**src/rtl/sv_bus_mux_demux_demux.sv**
```systemverilog
// Receive side of the bus-to-byte-stream link.
// Collects 8-byte packets from the stream and rebuilds one {adr, dat} bus write.
// The assembly register fills while the output register holds the previous
// packet. This lets a full-rate stream continue while the bus side drains.
module sv_bus_mux_demux_demux (
  input  logic        clk,
  input  logic        rst,
  input  logic        str_vld,
  input  logic [7:0]  str_bus,
  output logic        str_rdy,
  output logic        bus_vld,
  output logic [31:0] bus_adr,
  output logic [31:0] bus_dat,
  input  logic        bus_rdy
);

  // Bus view overlaid on the byte view.
  // str[0] is the dat LSB and str[7] is the adr MSB, which matches the transmit order.
  typedef struct packed {
    logic [31:0] adr;
    logic [31:0] dat;
  } t_bus;

  typedef union packed {
    t_bus            bus;
    logic [7:0][7:0] str;
  } t_uni;

  logic [2:0] cnt;
  t_uni       asm_q;
  t_uni       out_q;
  t_uni       ld_val;
  logic       vld_q;
  logic       str_trn;
  logic       bus_trn;
  logic       load;

  // Only the last byte can stall, and only when the output slot is still full.
  // Bytes 0..6 land in the assembly register, which is always free.
  assign str_rdy = ~((cnt == 3'd7) & vld_q & ~bus_rdy);
  assign str_trn = str_vld & str_rdy;
  assign bus_trn = vld_q & bus_rdy;
  assign load    = str_trn & (cnt == 3'd7);

  // Load value: the seven assembled bytes plus the byte arriving now.
  always_comb begin
    ld_val        = asm_q;
    ld_val.str[7] = str_bus;
  end

  // Byte counter, assembly bytes, output register and bus valid.
  always_ff @(posedge clk) begin
    if (rst) begin
      cnt   <= 3'd0;
      asm_q <= '0;
      out_q <= '0;
      vld_q <= 1'b0;
    end else begin
      if (str_trn) begin
        asm_q.str[cnt] <= str_bus;
        cnt            <= cnt + 3'd1;
      end
      // A load in the same cycle as a drain replaces the packet without a bubble.
      if (load) begin
        out_q <= ld_val;
        vld_q <= 1'b1;
      end else if (bus_trn) begin
        vld_q <= 1'b0;
      end
    end
  end

  assign bus_vld = vld_q;
  assign bus_adr = out_q.bus.adr;
  assign bus_dat = out_q.bus.dat;

endmodule

```
**config.mk**
```make
export PLATFORM = sky130hd
export DESIGN_NAME = sv_bus_mux_demux_demux
export DESIGN_NICKNAME = d
export VERILOG_FILES = /design/src/rtl/sv_bus_mux_demux_demux.sv
export SDC_FILE = /design/constraint.sdc
export NUM_CORES = 1
export LEC_CHECK = 0
export BUFFER_PORTS_ARGS = -buffer_cell sky130_fd_sc_hd__buf_2
export CAP_MARGIN = 20
export CORE_MARGIN = 4
export CORE_UTILIZATION = 30
export CTS_BUF_LIST = sky130_fd_sc_hd__clkbuf_16
export CTS_CLUSTER_DIAMETER = 80
export DETAILED_ROUTE_END_ITERATION = 8
export GPL_ROUTABILITY_DRIVEN = 0
export HOLD_SLACK_MARGIN = 0.03
export SETUP_SLACK_MARGIN = 0.05
export SYNTH_ARGS = -nofsm -noshare
export SYNTH_HDL_FRONTEND = slang
export SYNTH_SLANG_ARGS = --single-unit
export TNS_END_PERCENT = 50
```
**constraint.sdc**
```tcl
create_clock -name clk -period 1.55 [get_ports clk]
set_input_delay 0.2325 -clock clk [delete_from_list [all_inputs] [get_ports clk]]
set_output_delay 0.2325 -clock clk [all_outputs]
set_load 0.01 [all_outputs]
```
==> qor.txt, run 1 <==
status = complete, no violations
min cycle time layout = 1.549 ns
Via density = 4.794
CTS max path bufs = 2
Max Transition Viols Final = 0
Required @ worst endpoint = 1.32 ns
kind of end point of the critical path = output port
Post-synth EDFFs = 0
grt total ovfl = 0
reg-to-reg endpoint = asm_q[25]
Non-Filler Instances = 811
Post-DP HPWL = 8355 um
Final Setup Violations = 0
Rows = 46
antenna cells = 0
htree depth = 4
register area share after synthesis = 50.75%
Hold Fails Final Rpt = 0
CP max stage delay = 0.35 ns
Worst-path clk slew = 0.05 ns
synthesized area = 4891 sq um
CP Class = reg -> out
WL per Instance = 15.79 um
Tightest Hold Check Type = in -> reg
# IOs = 78
Yosys warning total = 0
clk sink count = 124
drt pass-1 iters = 4
vias post-DR = 3,888
Reg2Reg Depth = 7
leakage power = 2.641 nW
Overall Power = 7.146 mW
Die Wd = 135.7 um
most frequent CP cell = ha_4
global-route wire length before repair = 20,400 um
Die Span Y = 135.7 um
die area = 18,410 sq um
worst reg2reg startpoint = cnt[1]
largest net degree at the start of global routing = 65
TritonCTS clock tree = done
Routed Antenna Nets = 0
1st-iter DRT viols = 282
Port-buffer cells = 77
Register Area = 2487 sq um
synth-to-layout area growth = 27.83%
worst slew pin tran = 0.5216 ns
Cells after DPL = 776
share of cells above drive strength 1 = 23.19%
synthesized area per cell = 9.534 sq um
Root Buffer = clkbuf_16
Total Routing Usage GR = 14.23%
hold path startpoint = str_bus[7]
Post-synth ARST share = 0%
cts bufs inserted = 17
fill count = 1,580
Max VDD drop = 0.0006941 V
Post-Route WL = 12,800 um
WP data arrival = 1.32 ns
multi-input logic area = 2263 sq um
Period Utilization, post-route = 99.91%
max cap viols = 0
Power Density = 1143 nW/um^2
ys flop type = dfxtp_1
setup TNS = 0 ns
Post-layout nets = 597
library cells used by synthesis = 25
Slew HR = 65.23%
cells after synthesis = 513
initial antenna violation count = 0
Worst Setup Start Kind = register
final clock skew = 0.004278 ns
Clk Latency, worst-skew pair = 0.41 ns
DRC viols = 0
CP max FO = 4
Layout Utilization = 39.22%
number of cells on the worst hold path = 3
vias in the first global route = 3,959
Worst Hold Path EP = out_q[63]
core box area = 15,940 sq um
post-synthesis net count = 527
CP cell instances = ha_4 > ha_4 > nand3b_4 > buf_6
Peak Freq = 0.6457 GHz
number of synthesized register bits = 124
r2r setup slk = 0.06 ns
unrepaired setup endpoints after global routing = yes
CP max-delay cell = dfxtp_2
Starting Density = 30.68%
Crit. Startpoint = cnt[0]
==> flip-flops by register name, indices dropped and copies added, names as in the netlist <==
signal	count
out_q	64
asm_q	56
cnt	3
bus_vld	1
==> layout by cell type, fill, tap and decap left out, types with 4 or more instances in the layout <==
| master | Yosys | final |
|---|---|---|
| buf_6 | 1 | 4 |
| o21ai_0 | 57 | 54 |
| o21ai_1 | 10 | 13 |
| nand2b_1 | 68 | 67 |
| mux2i_1 | 56 | 56 |
| buf_12 | 0 | 9 |
| a21oi_1 | 65 | 65 |
| clkbuf_16 | 0 | 18 |
| clkinv_1 | 0 | 6 |
| buf_2 | 14 | 75 |
| buf_4 | 5 | 9 |
| dfxtp_1 | 124 | 122 |
| nand3_1 | 66 | 66 |
==> report_power, final <==
group	switching, mW	total [mW]	internal (mW)
sequential	0.0222	3.25	3.23
clock	1.32	3.61	2.29
combinational	0.168	0.283	0.116
==> Yosys cell counts, types with 3 or more instances <==
| library cell | instances | area share, % |
|---|---|---|
| dfxtp_1 | 124 | 51 |
| buf_4 | 5 | 0.77 |
| o21ai_1 | 10 | 1.0 |
| buf_2 | 14 | 1.4 |
| clkbuf_1 | 24 | 1.8 |
| nand4_4 | 3 | 1.3 |
| nand4b_1 | 3 | 0.54 |
| mux2i_1 | 56 | 11 |
| o21ai_0 | 57 | 5.8 |
| a21oi_1 | 65 | 6.7 |
| nand3_1 | 66 | 6.8 |
| nand2b_1 | 68 | 8.7 |
==> how the worst max path moves through the flow <==
stage                      to  slack (ns)  cells past startpoint
floorplan           asm_q[10]        0.07                      7
global placement    asm_q[35]        0.05                      6
detailed placement  asm_q[35]       -0.01                      6
CTS                   str_rdy      -0.006                      4
global route        asm_q[30]       -0.04                      7
finish                str_rdy       0.001                      4
==> repair_timing <==
action / in CTS / in global routing
gates cloned: 0 / 1
setup endpoints to repair: 34 / 44
buffers inserted: 3 / 1
hold buffers: 0 / 0
pin swaps: 1 / 4
gates resized for setup: 8 / 8
==> critical path: cells and delay by family (launching register included) <==
family / cells / cell delay, ns
DFF: 1 / 0.35
adders and majority gates: 2 / 0.29
buffers and inverters: 1 / 0.15
and+or+nand+nor: 1 / 0.11
==> cells by family (layout without fill, tap and decap cells) <==
logic type / count (synthesis) / count (layout) / share of synthesized area, %
AND/OR/NAND/NOR: 152 / 152 / 19.24
buffers and inverters: 47 / 129 / 4.528
AO/OA/AOI/OAI: 132 / 132 / 13.51
flip-flops: 124 / 124 / 50.75
multiplexers: 56 / 56 / 11.46
adder cells (fa/ha/maj): 2 / 2 / 0.5116
==> cell type report <==
| cell class | count | area share [%] |
|---|---|---|
| Timing Repair Buffer | 98 | 11.09 |
| Tap cell | 216 | 4.323 |
| Clock inverter | 14 | 1.801 |
| Multi-Input combinational cell | 342 | 36.20 |
| Clock buffer | 17 | 6.804 |
| Sequential cell | 124 | 39.78 |
==> metrics by stage <==
stage          worst slack [ns]  area (sq um)  hold WS [ns]
6_report               0.001329          6252       0.09190
5_1_grt                -0.04437          6252       0.08931
4_1_cts               -0.006117          6205       0.07774
3_5_place_dp           -0.01211          5598        0.4578
3_3_place_gp            0.04947          5598        0.4608
2_1_floorplan           0.06613          4918        0.3802
==> per-layer routing <==
layer | global-route usage [%] | wire length, um
met5 | 0 | 0
met4 | 4.311 | 185
met2 | 24.72 | 6494
met3 | 4.086 | 560
met1 | 17.04 | 5562
(Power assumes the default switching activity.)
==> run 2, diff against run 1 <==
Settings changed: BUFFER_PORTS_ARGS -buffer_cell sky130_fd_sc_hd__buf_2 to not set, DONT_BUFFER_PORTS set to 1.
==> run 2 against run 1 <==
Critical path depth unchanged. Routed wire length increased by 8.0%. Flip-flop and latch count unchanged. Worst hold slack got worse by 0.22 ns. The run now ends with negative hold slack left. Highest routed layer unchanged. Clock skew increased by 0.0095 ns. Die area unchanged. Sequential share of layout area decreased by 1.9 points. Largest power group unchanged. Via count increased by 0.39%.
==> qor.txt, run 2 (synthesis results as in run 1) <==
kind of end point of the critical path = output port
Cells after DPL = 699 (-9.9%)
min cycle time layout = 1.544 ns (-0.004475 ns)
most frequent CP cell = ha_4
biggest registers after layout = out_q x64, asm_q x56, cnt x3
Rows = 46 (unchanged)
Port-buffer cells = 0 (-100%)
die area = 18,410 sq um (unchanged)
worst slew pin tran = 0.5323 ns (+0.01071 ns)
Required @ worst endpoint = 1.32 ns (about the same)
failing checks = negative hold slack
CTS max path bufs = 2 (unchanged)
Peak Freq = 0.6476 GHz (+0.29%)
final clock skew = 0.01379 ns (+0.009512 ns)
Starting Density = 30.68% (unchanged)
status = finished with violations
commonest non-fill, non-tap cell in the layout = dfxtp_1
fin area = 6565 sq um (+5.0%)
P_sw = 1.543 mW (+2.4%)
fill count = 1,542 (-2.4%)
Tightest Hold Check Type = in -> reg
clk sink count = 124 (unchanged)
minimum hold slack = -0.1276 ns (-0.2195 ns)
Die Span Y = 135.7 um (unchanged)
share of cells above drive strength 1 = 15.01% (-8.2 points)
Max Transition Viols Final = 0 (unchanged)
Sequential Power Share = 44.1% (-1.4 points)
Clk Latency, worst-skew pair = 0.42 ns (about the same)
Post-layout nets = 574 (-3.9%)
Root Buffer = clkbuf_16
Die Wd = 135.7 um (unchanged)
core box area = 15,940 sq um (unchanged)
combinational power share = 3.1% (-0.9 points)
largest net degree at the start of global routing = 136 (+110%)
CP max stage delay = 0.35 ns (about the same)
TritonCTS clock tree = done
Largest register FFs = 64 (unchanged)
Hold-fix buffers, CTS = 50 (+50)
Slew HR = 64.51% (-0.71 points)
CP Buf/Inv Count = 1 (unchanged)
1st-iter DRT viols = 339 (+20%)
delay-heaviest family, CP = flip-flops
htree depth = 4 (unchanged)
leakage power = 2.369 nW (-10%)
Via density = 4.947 (+3.2%)
Biggest register = out_q
Sw Ratio = 20.92% (-0.17 points)
Worst-path clk slew = 0.06 ns (about the same)
clock network fraction of total power = 52.8% (+2.3 points)
Post-Route WL = 13,820 um (+8.0%)
antenna cells = 0 (unchanged)
WL per Instance = 17.52 um (+11%)
Hold Fails Final Rpt = 65 (+65)
DRC viols = 0 (unchanged)
Non-Filler Instances = 789 (-2.7%)
Post-DP HPWL = 7984 um (-4.4%)
Total Routing Usage GR = 14.57% (+0.34 points)
drt pass-1 iters = 4 (unchanged)
Routed Antenna Nets = 0 (unchanged)
CP cell instances = ha_4 > ha_4 > nand3b_4 > buf_6
r2r setup slk = 0.02 ns (-0.04 ns)
global-route wire length before repair = 20,850 um (+2.2%)
Int Power = 5.834 mW (+3.5%)
cts bufs inserted = 17 (unchanged)
Period Utilization, post-route = 99.63% (-0.29 points)
# IOs = 78 (unchanged)
Final Setup Violations = 0 (unchanged)
CP max FO = 3 (-1)
unrepaired setup endpoints after global routing = yes
placed cell area = 5197 sq um (-7.2%)
CP Class = reg -> out
commonest non-fill, non-tap cells in the layout = dfxtp_1 (121), nand2b_1 (67), nand3_1 (60)
max cap viols = 0 (unchanged)
Worst Setup Start Kind = register
Power Density = 1124 nW/um^2 (-1.7%)
WP data arrival = 1.31 ns (about the same)
vias in the first global route = 4,015 (+1.4%)
grt total ovfl = 0 (unchanged)
synth-to-layout area growth = 34.23%
CP max-delay cell = dfxtp_4
Max VDD drop = 0.0007426 V (+7.0%)
initial antenna violation count = 0 (unchanged)
vias post-DR = 3,903 (+0.39%)
run 2: final timing paths:
kind | end | start | cells past startpoint
setup / recovery | str_rdy | cnt[1] | 4
setup reg to reg | asm_q[30] | cnt[1] | 7
hold reg to reg | out_q[6] | asm_q[6] | 2
hold / removal | out_q[19] | rst | 1
run 2: layout make-up:
class	count	area, sq um	area share [%]
repair buffers	75	903.4	13.76
multi-input cells	342	2322	35.37
flip-flops and latches	124	2489	37.91
clock inverters	15	155.1	2.363
well taps	216	270.3	4.117
clock buffers	17	425.4	6.480
run 2: power by group through the flow:
stage	registers (mW)	clock network, mW	logic [mW]
5_1_grt	3.26	4.12	0.244
3_3_place_gp	3.32	0	0.185
4_1_cts	3.25	3.97	0.224
3_5_place_dp	3.32	0	0.191
2_1_floorplan	3.32	0	0.175
6_report	3.25	3.90	0.226
run 2: what timing repair did:
action                                 in CTS  in global routing
pin swaps                                   1                  9
resized for setup                           7                 26
gates cloned                                0                  5
setup endpoints to repair                  22                110
buffers inserted                            3                  0
endpoints found under the hold margin     114                 65
run 2: routing by layer:
| layer | wire length [um] | GRT usage, % | part of all wire [%] | up-vias |
|---|---|---|---|---|
| met5 | 0 | 0 | 0 | - |
| met4 | 167 | 4.815 | 1.2 | 0 |
| met3 | 721 | 5.052 | 5.2 | 18 |
| met2 | 6924 | 25.86 | 50 | 71 |
| met1 | 6011 | 16.30 | 43 | 1919 |
| li1 | - | - | - | 1895 |
run 2: through the flow:
stage               TNS [ns]  utilization, %  worst slack (ns)  power [mW]
finish                     0           41.18          0.005804       7.377
global route          -1.533           41.18          -0.05507       7.614
global placement           0           32.60           0.02539       3.503
CTS                        0           39.84           0.01458       7.442
floorplan                  0               -           0.06613       3.493
detailed placement  -0.05726           32.60          -0.03456       3.509
